**src/rtl/lfsr_encrypter.sv**
```systemverilog
// Frame encrypter: writes a preamble, the plaintext and padding to memory, each byte XORed with a 6-bit LFSR keystream.
// The LFSR advances only on bytes actually written, so plaintext stalls never consume keystream.
module lfsr_encrypter #(
    parameter int          FRAME_LEN = 64,
    parameter int          BASE_ADDR = 64,
    parameter logic [7:0]  PRE_CHAR  = 8'h5F,
    parameter logic [7:0]  PAD_CHAR  = 8'h20
) (
    input  logic       clk,
    input  logic       init,
    input  logic       start,
    input  logic [2:0] taps_sel,
    input  logic [5:0] seed,
    input  logic [3:0] pre_len,
    input  logic       pt_valid,
    input  logic [7:0] pt_data,
    input  logic       pt_last,
    output logic       pt_ready,
    output logic       wr_en,
    output logic [7:0] waddr,
    output logic [7:0] data_out,
    output logic       done,
    output logic       err
);

    // state | meaning
    // IDLE  | waiting for start after init
    // PRE   | writing preamble characters
    // MSG   | accepting and writing plaintext bytes
    // PAD   | filling the rest of the frame with pad characters
    // DONE  | frame finished or start rejected; start begins a new frame
    typedef enum logic [2:0] {S_IDLE, S_PRE, S_MSG, S_PAD, S_DONE} state_t;

    localparam logic [7:0] LAST_K = 8'(FRAME_LEN - 1);
    localparam logic [7:0] BASE_A = 8'(BASE_ADDR % 256);

    state_t     state_q, state_d;
    logic [7:0] k_q, k_d;
    logic [5:0] lfsr_q, lfsr_d;
    logic [5:0] taps_q, taps_d;
    logic [3:0] plen_q, plen_d;
    logic       wr_en_q, wr_en_d;
    logic [7:0] waddr_q, waddr_d;
    logic [7:0] data_q, data_d;
    logic       done_q, done_d;
    logic       err_q, err_d;

    logic       cfg_bad;
    logic       wr;
    logic [7:0] wr_k;
    logic [5:0] wr_s;
    logic [5:0] wr_t;
    logic [7:0] wr_char;

    function automatic logic [5:0] tap_decode(input logic [2:0] sel);
        case (sel)
            3'd0:    return 6'h21;
            3'd1:    return 6'h2D;
            3'd2:    return 6'h30;
            3'd3:    return 6'h33;
            3'd4:    return 6'h36;
            default: return 6'h39;
        endcase
    endfunction

    function automatic logic [5:0] lfsr_step(input logic [5:0] s, input logic [5:0] t);
        return {s[4:0], ^(s & t)};
    endfunction

    assign cfg_bad = (seed == 6'd0) || (taps_sel > 3'd5);

    always_ff @(posedge clk or posedge init) begin
        if (init) begin
            state_q <= S_IDLE;
            k_q     <= 8'd0;
            lfsr_q  <= 6'd0;
            taps_q  <= 6'd0;
            plen_q  <= 4'd0;
            wr_en_q <= 1'b0;
            waddr_q <= 8'd0;
            data_q  <= 8'd0;
            done_q  <= 1'b0;
            err_q   <= 1'b0;
        end else begin
            state_q <= state_d;
            k_q     <= k_d;
            lfsr_q  <= lfsr_d;
            taps_q  <= taps_d;
            plen_q  <= plen_d;
            wr_en_q <= wr_en_d;
            waddr_q <= waddr_d;
            data_q  <= data_d;
            done_q  <= done_d;
            err_q   <= err_d;
        end
    end

    // The byte written on a transition is registered at that same edge, so the
    // state always leads the memory outputs by one cycle.
    always_comb begin
        state_d = state_q;
        case (state_q)
            S_IDLE, S_DONE: begin
                if (start) state_d = cfg_bad ? S_DONE : S_PRE;
            end
            S_PRE: begin
                if (k_q == LAST_K)                       state_d = S_DONE;
                else if ((k_q + 8'd1) == {4'd0, plen_q}) state_d = S_MSG;
            end
            S_MSG: begin
                if (pt_valid) begin
                    if (k_q == LAST_K)  state_d = S_DONE;
                    else if (pt_last)   state_d = S_PAD;
                end
            end
            S_PAD: begin
                if (k_q == LAST_K) state_d = S_DONE;
            end
            default: state_d = S_IDLE;
        endcase
    end

    always_comb begin
        k_d     = k_q;
        lfsr_d  = lfsr_q;
        taps_d  = taps_q;
        plen_d  = plen_q;
        err_d   = err_q;
        done_d  = (state_q == S_DONE);
        wr_en_d = 1'b0;
        waddr_d = waddr_q;
        data_d  = data_q;
        wr      = 1'b0;
        wr_k    = k_q;
        wr_s    = lfsr_q;
        wr_t    = taps_q;
        wr_char = PRE_CHAR;
        case (state_q)
            S_IDLE, S_DONE: begin
                if (start) begin
                    if (cfg_bad) begin
                        err_d = 1'b1;
                    end else begin
                        err_d  = 1'b0;
                        done_d = 1'b0;
                        taps_d = tap_decode(taps_sel);
                        plen_d = (pre_len < 4'd7) ? 4'd7 : pre_len;
                        wr     = 1'b1;
                        wr_k   = 8'd0;
                        wr_s   = seed;
                        wr_t   = tap_decode(taps_sel);
                    end
                end
            end
            S_PRE: wr = 1'b1;
            S_MSG: begin
                if (pt_valid) begin
                    wr      = 1'b1;
                    wr_char = pt_data;
                end
            end
            S_PAD: begin
                wr      = 1'b1;
                wr_char = PAD_CHAR;
            end
            default: ;
        endcase
        if (wr) begin
            wr_en_d = 1'b1;
            waddr_d = BASE_A + wr_k;
            data_d  = wr_char ^ {2'b00, wr_s};
            k_d     = wr_k + 8'd1;
            lfsr_d  = lfsr_step(wr_s, wr_t);
        end
    end

    assign pt_ready = (state_q == S_MSG);
    assign wr_en    = wr_en_q;
    assign waddr    = waddr_q;
    assign data_out = data_q;
    assign done     = done_q;
    assign err      = err_q;

endmodule

```
**config.mk**
```make
export PLATFORM = sky130hd
export DESIGN_NAME = lfsr_encrypter
export DESIGN_NICKNAME = d
export VERILOG_FILES = /design/src/rtl/lfsr_encrypter.sv
export SDC_FILE = /design/constraint.sdc
export NUM_CORES = 1
export LEC_CHECK = 0
export CELL_PAD_IN_SITES_DETAIL_PLACEMENT = 1
export CELL_PAD_IN_SITES_GLOBAL_PLACEMENT = 1
export CORE_MARGIN = 10
export CORE_UTILIZATION = 30
export CTS_BUF_LIST = sky130_fd_sc_hd__clkbuf_4 sky130_fd_sc_hd__clkbuf_8
export DETAILED_ROUTE_END_ITERATION = 10
export PLACE_DENSITY = 0.66
export SLEW_MARGIN = 10
export SYNTH_ARGS = -nofsm -noshare
export SYNTH_HDL_FRONTEND = slang
export SYNTH_SLANG_ARGS = --single-unit
```
**constraint.sdc**
```tcl
create_clock -name clk -period 2.38 [get_ports clk]
set_input_delay 0.476 -clock clk [delete_from_list [all_inputs] [get_ports clk]]
set_output_delay 0.476 -clock clk [all_outputs]
set_load 0.02 [all_outputs]
```
Word level (Yosys, flattened, before mapping)

Cells that the tools add are included.

Flip-flop bits (word level): 46
Input bits: 26
Output and inout bits: 20
Logic and storage cells: 74

Add/sub/neg operators: 3
$lt $le $gt $ge: 2
Equality and inequality tests: 15
Muxes and demuxes: 31
Bitwise operators: 3
Reduce and logical (&&, ||, !) cells: 10

Operator list:

| kind                                                                   | count |
|---|---|
| 6-bit two-way mux                                                      | 6 |
| 8-bit two-way mux                                                      | 4 |
| 5-bit one-hot mux with 5 select lines                                  | 1 |
| 3-bit two-way mux                                                      | 8 |
| 8-bit by 1-bit adder with 8-bit output (second input constant)         | 2 |
| 8-bit one-hot mux with 2 select lines                                  | 1 |
| 3-bit by 2-bit equality test with 1-bit output (second input constant) | 4 |
| 3-bit one-hot mux with 4 select lines                                  | 1 |
| 7-bit by 8-bit adder with 8-bit output (first input constant)          | 1 |
| 8-bit by 4-bit equality test with 1-bit output                         | 1 |
| 8-bit by 6-bit equality test with 1-bit output (second input constant) | 1 |
| 1-bit two-way mux                                                      | 8 |
| 8-bit by 6-bit bitwise XOR with 8-bit output                           | 1 |
| 6-bit AND                                                              | 1 |
| 3-bit by 1-bit equality test with 1-bit output (second input constant) | 2 |
| 3-bit equality test (second input constant)                            | 2 |
| 3-bit zero test                                                        | 2 |
| 6-bit zero test                                                        | 1 |
| 2-bit inequality test (second input constant)                          | 3 |
| 6-bit XOR reduction                                                    | 1 |
| 5-bit AND reduction                                                    | 1 |
| 4-bit by 3-bit < comparator with 1-bit output (second input constant)  | 1 |
| 4-bit two-way mux                                                      | 1 |
| 2-bit OR reduction                                                     | 2 |
| 8 further kinds                                                        | 8 |

Depth between registers and ports, before layout

Depth in word-level cells: 7
Gate-level depth with buffers: 10
Gate-level depth less buffers: 9

Worst setup path after synthesis

OpenSTA, ideal clock, no wires.

Path type: input-to-reg
Start point: input seed[0]
End point: register lfsr_q[0]
Setup time: 0.134 ns
Arrival: 2.475 ns
Path slack: -0.229 ns
Stages: 9
Path buffers: 1
Path through: or4_1 -> buf_2 -> o211a_1 -> o211a_1 -> and3b_1 -> xnor3_1 -> mux2i_1 -> o2bb2ai_1 -> mux2i_1

Word-level cells in the longest chain between the ends: 7
Elaborated cells on any way between the ends: 13
Those cells by class: 9 x mux; 1 x bitwise; 3 x reduce/logical

Ends and longest elaborated chain:

| element                              | RTL line | source |
|---|---|---|
| start, declared                      | 13       | `input logic [5:0] seed,` |
| 6-bit zero test                      | 70       | `assign cfg_bad = (seed == 6'd0) \|\| (taps_sel > 3'd5);` |
| 1-bit logical OR                     | 70       |  |
| 6-bit two-way mux                    | 141      | `if (cfg_bad) begin` |
| 6-bit two-way mux                    | 140      | `if (start) begin` |
| 6-bit two-way mux (on tied branches) | --       |  |
| 6-bit AND                            | 67       | `return {s[4:0], ^(s & t)};` |
| 6-bit XOR reduction                  | 67       |  |
| end signal, assigned                 | 87       | `lfsr_q <= lfsr_d;` |
| end, declared                        | 39       | `logic [5:0] lfsr_q, lfsr_d;` |

Parallel ways exist; a longest one is shown, timed or not.
A chain may end at the register's enable or synchronous reset.

Worst setup path after layout

Start point: input seed[5]
End point: register lfsr_q[0]

Same word-level chain as after synthesis.

==> impl_metrics.ini <==
[die]
num_rows = 34
initial_utilization = 0.307
die_h_microns = 114
ios = 46
die_w_microns = 114
dieArea_sq_um = 13000
core_area_sq_um = 8680

[hold_path]
hp-class = register to register
hold_end = taps_q[5]
min-delay-start = taps_q[5]
hold_depth = 1

[run]
drv_cap = 0

[detailed_routing]
ant_nets = 0
drt_iter0_markers = 127
via_count = 2528
wl_mm = 8.58
wl_per_cell_microns = 17.0
drtPass1Iterations = 4
viasPerCell = 5.01
route.detailed.drc = 0

[power_and_ir_drop]
peakVddDrop_v = 0.000530
power.density_nw_per_um2 = 1240
p_leak_nw = 1.75

[worst_setup_path]
timing.rr.end = lfsr_q[0]
critPathTopFamily = compound AO/OA/AOI/OAI gates
cp-end-kind = register
crit_buf_inv = 1
worstPathMaxFanout = 5
crit_top_cell = mux2i_1
setup.worst_path.start = seed[5]
rr_worst_depth = 9
r2r_slack_ns = 0.10
cp.required_ns = 2.57
path_cells = clkdlybuf4s50_1 > or2_4 > o211ai_4 > a22oi_2 > a211oi_4 > xnor3_1 > mux2i_1 > o2bb2ai_1 > mux2i_1
critical_path.slowest_cell = clkdlybuf4s50_1
arrival_ns = 2.56
r2r_start = state_q[0]
start_kind = input pin
critPathKind = input pin to register
slowest_delay_ns = 0.43

[clock_network]
clk_pin_slew_ns = 0.09
cts_max_level = 2
cts_buffers = 5
cts.sinks = 46
clkLatencyLatePin_ns = 0.31
holdBufCountCts = 0
ctsLongestPathBuffers = 2
cts_root_buffer = clkbuf_8
cts_tree = done

[final_layout]
fillCellCount = 1028
area_delta_synth_final_pct = 45.1
diodes = 0
layout_commonest_cell = buf_4
multiInputGateArea_sq_um = 1460
stdcell_count = 505
nNetsFinal = 424
final_cell_mix = 60 x buf_4, 47 x nand2_1, 46 x dfrtp_1, 38 x clkdlybuf4s50_1, 28 x nor2_1
regArea_sq_um = 1150
layout-drive-gt1-share = 0.242

[yosys]
syn_avg_cell_area_sq_um = 8.87
synthesis.area_sq_um = 2660
synth_cell_type_count = 56
synthCells = 300
synth-main-ff-cell = dfrtp_1
seq_area_frac_synth = 0.433
synth_edf_count = 0
async_flop_share = 1.00
ys_ff_latch = 46
ys.warnings.count = 0
syn_nets = 328

[global_route]
gr-total-overflow = 0
grt_pass1_vias = 2775
grt_pass1_wl_mm = 14.4
gr-usage-all-layers = 0.134
grt_max_degree = 28
antenna_found_initial = 0

[timing]
fin_skew_ns = 0.0141
worst_slack_ns = 0.00995
final-setup-viol-count = 0
finalHoldViolCount = 0
slew_headroom = 0.674
slew_viol_final = 0
period_needed_ns = 2.37
fmax_mhz = 422
worst_pin_slew_ns = 0.488
post-route-period-util = 0.996
rsz0062_at_grt = true

[placement]
dp_slack_ns = -0.599
dpl.hpwl_mm = 6.52
dpl.cell_count = 488
port-buffer-count = 45
place.gp.congestion = 0.797

[outcome]
outcome = completed
==> worst register-to-register path, stage by stage, from the launching register on <==
cell and delay [ns]:
dfrtp_1 0.46, nor3b_2 0.18, buf_4 0.19, o211a_4 0.20
a22oi_2 0.08, a211oi_4 0.27, xnor3_1 0.40, mux2i_1 0.16
o2bb2ai_1 0.13, mux2i_1 0.08
==> registers in the layout, summed over array words and instances (netlist names) <==
name and count:
wr_en 1, done 1, lfsr_q 6, waddr 8
data_out 8, k_q 8, err 1, state_q 3
taps_q 6, plen_q 4
==> cell families after synthesis <==
family | after synthesis | share of synthesized area
buf+inv | 34 | 0.0508
compound gates | 76 | 0.201
flops | 46 | 0.433
fa+ha+maj | 3 | 0.0132
mux | 7 | 0.0268
xor+xnor | 27 | 0.0940
simple gates | 107 | 0.181
==> through the flow <==
stage / power, mW / setup TNS (ns) / cell area [sq um] / utilization / hold slack [ns]
global placement: 3.99 / -3.12 / 3610 / 0.416 / 0.452
finish: 4.79 / 0 / 3860 / 0.445 / 0.487
detailed placement: 4.07 / -3.88 / 3610 / 0.416 / 0.462
floorplan: 2.94 / -0.143 / 2680 / - / 0.435
CTS: 4.74 / -0.0177 / 3780 / 0.435 / 0.486
global route: 5.21 / -0.117 / 3860 / 0.445 / 0.514
==> Yosys cell counts (all sizes together), types with 5 or more instances <==
cell type | number | area share
mux2i | 6 | 0.023
buf | 5 | 0.0099
nor2 | 29 | 0.041
xor2 | 10 | 0.033
nand3 | 6 | 0.011
nand2 | 47 | 0.066
dfrtp | 46 | 0.43
a31oi | 5 | 0.012
xnor2 | 16 | 0.053
clkbuf | 15 | 0.021
o21ai | 25 | 0.047
inv | 14 | 0.020
a21oi | 9 | 0.017
==> metal layers <==
| metal | wire (microns) | vias to the layer above | global-route usage |
|---|---|---|---|
| li1 | - | 1219 | - |
| met1 | 3880 | 1265 | 0.174 |
| met2 | 4290 | 35 | 0.221 |
| met3 | 309 | 9 | 0.0273 |
| met4 | 100 | 0 | 0.0309 |
| met5 | 0 | - | 0 |
==> power by group <==
group	switching (mW)	leakage (nW)	internal (mW)	total (mW)
sequential	0.258	0.559	1.10	1.36
combinational	1.41	1.14	1.46	2.86
clock	0.282	0.0575	0.294	0.576
total	1.95	1.75	2.85	4.79
==> area by class of cell <==
class	instances	share of cell area
inverters	14	0.0136
clock buffers	8	0.0285
multi-input cells	220	0.378
flip-flops and latches	46	0.298
repair buffers	109	0.246
well taps	108	0.0350
==> what timing repair did <==
item / CTS / global route
pin swaps: 4 / 8
endpoints found under the hold margin: 0 / 0
resized for setup: 25 / 10
setup buffers: 4 / 5
setup endpoints to repair: 7 / 5
==> how the worst max path moves through the flow <==
stage / depth (start not counted) / endpoint
floorplan: 9 / lfsr_q[0]
CTS: 10 / lfsr_q[0]
detailed placement: 8 / lfsr_q[0]
global placement: 9 / lfsr_q[0]
global route: 9 / lfsr_q[0]
finish: 9 / lfsr_q[0]
(Power assumes the default switching activity.)
==> variant 1: new RTL, same flow settings <==
Register the output `err` once more, with the module's reset; this adds one clock of latency there. The other outputs are not delayed to match.
--- a/src/rtl/lfsr_encrypter.sv
+++ b/src/rtl/lfsr_encrypter.sv
@@ -180,5 +180,11 @@
     assign data_out = data_q;
     assign done     = done_q;
-    assign err      = err_q;
+    always_ff @(posedge clk or posedge init) begin
+        if (init) begin
+            err <= '0;
+        end else begin
+            err <= err_q;
+        end
+    end
 
 endmodule
Formal check against the unedited RTL: not equivalent (Yosys sat finds a counterexample within 4 cycles, from zero or initial values).
==> variant 1 against the original RTL <==
  * Design area is 2.1% lower
  * Total power decreased by 2.7%
  * Setup slack improved by 0.066 ns
  * Count of clock-buffer cells in the layout decreased by 2
  * Routed wire length fell by 5.0%
  * Highest routed layer unchanged
  * Combinational power is 10% lower
  * Worst hold slack lost 0.086 ns
  * Synthesized area down 0.38%
  * Non-clock buffer count shrank 15
  * Sequential cell count grew 1
  * Sequential share of layout area is 1.3 points higher
==> variant 1: results (changes against the original RTL) <==
synth:
  ys_async_sr_fraction_pct: 100  # unchanged
  synthAdderAreaFrac_pct: 1.32  # about the same
  seq_area_frac_synth_pct: 44.4  # was 43.3%
  synth_compound_area_share_pct: 19.3  # was 20.1%
  synth_nets: 320  # was 328
  synth_xor_area_share_pct: 7.93  # was 9.40%
  synthTopCellsByArea: "dfrtp_1 44%, xnor2_1 6.9%, nand2_1 6.2%"  # was dfrtp_1 43%, nand2_1 6.6%, xnor2_1 5.3%
  synth_commonest_cells: "47 x dfrtp_1, 44 x nand2_1, 23 x nor2_1"  # was 47 x nand2_1, 46 x dfrtp_1, 29 x nor2_1
  synth_cell_types: 60  # was 56
  muxShareOfSynthArea_pct: 3.54  # was 2.68%
  yosys_warnings: 0  # unchanged
timing:
  tightest_slew_ns: 0.483  # was 0.488 ns
  fin_skew_ns: 0.00877  # was 0.0141 ns
clock_network:
  htreeDepth: 2  # unchanged
  cts_root_buf: "clkbuf_8"  # unchanged
  clock_path_buffers: 2  # unchanged
  numCtsBuffers: 5  # unchanged
  path_clk_slew_ns: 0.09  # about the same
  clk_latency_ns: 0.31  # about the same
setup_path:
  worstPathMaxFanout: 7  # was 5
  cp_top_family: "simple AND/OR/NAND/NOR gates"  # was compound AO/OA/AOI/OAI gates
  slowest_stage: "or4_4"  # was clkdlybuf4s50_1
  slowest_delay_ns: 0.54  # was 0.43 ns
layout:
  n_antenna_cell: 0  # unchanged
  layout.nets: 402  # was 424
  nFillCells: 1017  # was 1028
  drive_gt1_share_pct: 22.7  # was 24.2%
placement:
  post-dp-hpwl_um: 6120  # was 6520 um
  port_buffers: 45  # unchanged
  place.gp.congestion: 0.814  # was 0.797
pwr:
  p_leak_nw: 1.59  # was 1.75 nW
  p_switching_mw: 1.86  # was 1.95 mW
  peakVddDrop_mv: 0.518  # was 0.530 mV
drt:
  firstDrtPassIters: 4  # unchanged
  drt_iter0_markers: 134  # was 127
  vias: 2456  # was 2528
  routed_wl_um: 8150  # was 8580 um
global_route:
  grt_pass1_vias: 2658  # was 2775
  grt_first_pass_wirelength_um: 13500  # was 14400 um
  grt_start_max_net_pins: 48  # was 28
  antenna_found_initial: 0  # unchanged
  track_usage_pct: 12.7  # was 13.4%
min_path:
  hp-class: "register to register"  # unchanged
outcome:
  status: "finished clean"  # unchanged
==> variant 1: worst register-to-register path, stage by stage, from the launching register on <==
cell       delay (ns)
dfrtp_2          0.45
and4_1           0.27
a211o_1          0.32
a2111oi_2        0.40
o221ai_2         0.17
or3b_2           0.46
a21oi_1          0.13
==> variant 1: metrics by stage <==
stage          instance area, um^2  worst slack [ns]  hold WS [ns]  instances  power (mW)
3_3_place_gp                  3520            -0.450         0.367        472        3.71
3_5_place_dp                  3520            -0.505         0.380        472        3.80
4_1_cts                       3740            0.0131         0.407        482        4.62
2_1_floorplan                 2660           0.00372         0.354        292        2.85
6_report                      3780            0.0760         0.400        483        4.66
5_1_grt                       3780           0.00593         0.424        483        5.04
==> variant 1: repair_timing <==
action                     4_1_cts  5_1_grt
gates resized for setup         18       11
pin swaps                        5       10
setup buffers                    2        1
cloned                           0        0
setup endpoints to repair        6        7
==> variant 1: path summary, 6_finish.rpt <==
| check | start | end | slack [ns] | depth (start not counted) |
|---|---|---|---|---|
| max in group asynchronous | init | k_q[1] | 1.62 | 3 |
| worst min-delay path | err_q | err | 0.40 | 0 |
| worst max register to register | k_q[1] | state_q[1] | 0.13 | 6 |
| worst max-delay path | seed[2] | k_q[2] | 0.08 | 9 |
| min in group asynchronous | init | waddr[3] | 0.53 | 3 |
| worst min register to register | err_q | err | 0.40 | 0 |
==> variant 1: layout make-up <==
type / instances / share of cell area (%)
timing repair buffer: 94 / 22.0
inverter: 12 / 1.22
tap: 108 / 3.57
multi-input combinational: 214 / 38.5
sequential: 47 / 31.1
clock buffer: 6 / 2.02
clock inverter: 2 / 1.59
==> variant 1: logic make-up after synthesis <==
group / Yosys count
buffers and inverters: 31
and+or+nand+nor: 104
muxes: 9
DFF: 47
AOI/OAI and AO/OA: 74
xor gates and xnor gates: 24
adders and majority gates: 3
==> variant 1: layer usage <==
metal / up-vias / part of all wire, % / track usage [%]
met5: - / 0 / 0
met4: 0 / 1.3 / 3.01
met3: 12 / 5.4 / 3.52
met2: 62 / 49 / 21.7
met1: 1203 / 44 / 15.4
li1: 1179 / - / -
==> variant 1: power groups by stage <==
stage	Combinational [mW]	Sequential (mW)	Clock, mW
floorplan	1.40	1.46	0
global placement	2.33	1.38	0
detailed placement	2.41	1.39	0
global route	2.84	1.43	0.764
CTS	2.51	1.38	0.729
finish	2.57	1.38	0.715
==> variant 2: new RTL, same flow settings <==
Made on the original files. The parameter `FRAME_LEN` goes from 64 to 32.
--- a/src/rtl/lfsr_encrypter.sv
+++ b/src/rtl/lfsr_encrypter.sv
@@ -2,5 +2,5 @@
 // The LFSR advances only on bytes actually written, so plaintext stalls never consume keystream.
 module lfsr_encrypter #(
-    parameter int          FRAME_LEN = 64,
+    parameter int          FRAME_LEN = 32,
     parameter int          BASE_ADDR = 64,
     parameter logic [7:0]  PRE_CHAR  = 8'h5F,
Function: no difference found for any inputs over 4 cycles, from zero or initial values; that may be too few to reach the edited logic, so the function may still have changed.
==> variant 2 against the original RTL <==
  * First-iteration DRC count shrank 43%
  * Setup slack gained 0.090 ns
  * Clock skew shrank 0.0026 ns
  * Sequential cell count is the same
  * Design area shrank 9.5%
  * Final cell count shrank 8.1%
  * Routed wire length shrank 11%
  * Total power shrank 9.0%
  * Synthesized area shrank 2.9%
  * Sequential power grew 3%
  * Critical path type unchanged
  * Largest cell class unchanged
==> variant 2: results (changes against the original RTL) <==
clock_network:
  htreeDepth: 2  # unchanged
  post_cts_buffers: 0  # was 4
placement:
  place_area_mm2: 0.00335  # was 0.00361 mm^2
  pre_cts_slack_ns: -0.643  # was -0.599 ns
  post-dp-hpwl_um: 5750  # was 6520 um
  place.gp.congestion: 0.817  # was 0.797
  dp_cells: 456  # was 488
setup_path:
  rrSetupSlack_ns: 0.24  # was 0.10 ns
  worstPathMaxFanout: 6  # was 5
  r2r_cells: 8  # was 9
  slowest_stage: "or4_4"  # was clkdlybuf4s50_1
  slowest_delay_ns: 0.57  # was 0.43 ns
  r2r-start: "state_q[2]"  # was state_q[0]
  arrival_ns: 2.48  # was 2.56 ns
  crit_start: "seed[3]"  # was seed[5]
synth:
  synthTopCellsByArea: "dfrtp_1 45%, nand2_1 6.5%, xnor2_1 5.8%"  # was dfrtp_1 43%, nand2_1 6.6%, xnor2_1 5.3%
  synth_xor_area_share_pct: 9.83  # was 9.40%
  synthAdderAreaFrac_pct: 0.968  # was 1.32%
  muxShareOfSynthArea_pct: 3.53  # was 2.68%
  synth_commonest_cells: "46 x dfrtp_1, 45 x nand2_1, 30 x nor2_1"  # was 47 x nand2_1, 46 x dfrtp_1, 29 x nor2_1
  seq_area_frac_synth_pct: 44.5  # was 43.3%
  ys_async_sr_fraction_pct: 100  # unchanged
  synth_cell_types: 46  # was 56
  synth_compound_area_share_pct: 17.8  # was 20.1%
  synthCells: 290  # was 300
  synth_nets: 318  # was 328
pwr:
  p_leak_nw: 1.54  # was 1.75 nW
  clock_power_mw: 0.559  # was 0.576 mW
  p_switching_mw: 1.84  # was 1.95 mW
  seq_cell_power_mw: 1.40  # was 1.36 mW
  p_clk_share_pct: 12.8  # was 12.0%
  peakVddDrop_mv: 0.383  # was 0.530 mV
layout:
  layout.nets: 386  # was 424
  drive_gt1_share_pct: 16.7  # was 24.2%
  nFillCells: 957  # was 1028
  fin_cells: 464  # was 505
min_path:
  hp-class: "register to register"  # unchanged
drt:
  vias: 2280  # was 2528
  routed_wl_um: 7630  # was 8580 um
  drt_iter0_markers: 72  # was 127
  firstDrtPassIters: 4  # unchanged
global_route:
  grt_start_max_net_pins: 29  # was 28
  track_usage_pct: 12.1  # was 13.4%
  grt_first_pass_wirelength_um: 12800  # was 14400 um
  globalRouteMet1Util_pct: 14.7  # was 17.4%
  grt_pass1_vias: 2481  # was 2775
  grt_use_met2_pct: 20.4  # was 22.1%
  use_met3_pct: 2.91  # was 2.73%
  antenna_found_initial: 0  # unchanged
timing:
  period_share_pct: 95.8  # was 99.6%
  whs_ns: 0.495  # was 0.487 ns
  relSlewSlack_pct: 68.2  # was 67.4%
  fin_skew_ns: 0.0115  # was 0.0141 ns
outcome:
  status: "finished clean"  # unchanged
[variant 2: cell types whose count changed after synthesis, sizes merged, moves of 3 or more]
cell / change
a221oi: -3
nand3: -5
nand4: +3
o21ai: -3
inv: -3
a21oi: +4
o211ai: +3
[variant 2: metal layers]
| metal | vias up | wire length [um] |
|---|---|---|
| li1 | 1123 | - |
| met1 | 1104 | 3430 |
| met2 | 43 | 3740 |
| met3 | 10 | 342 |
| met4 | 0 | 125 |
| met5 | - | 0 |
[variant 2: layout make-up]
type | count | area (um^2) | area share (%)
clock inverter | 1 | 8.76 | 0.251
inverter | 11 | 41.3 | 1.18
sequential | 46 | 1150 | 33.0
tap | 105 | 131 | 3.76
multi-input combinational | 215 | 1350 | 38.6
timing repair buffer | 79 | 716 | 20.5
clock buffer | 7 | 96.3 | 2.76
[variant 2: what timing repair did]
| action | CTS | global route |
|---|---|---|
| hold endpoints to repair | 0 | 0 |
| pin swaps | 8 | 9 |
| gates resized for setup | 13 | 14 |
| endpoints found under the setup margin | 11 | 4 |
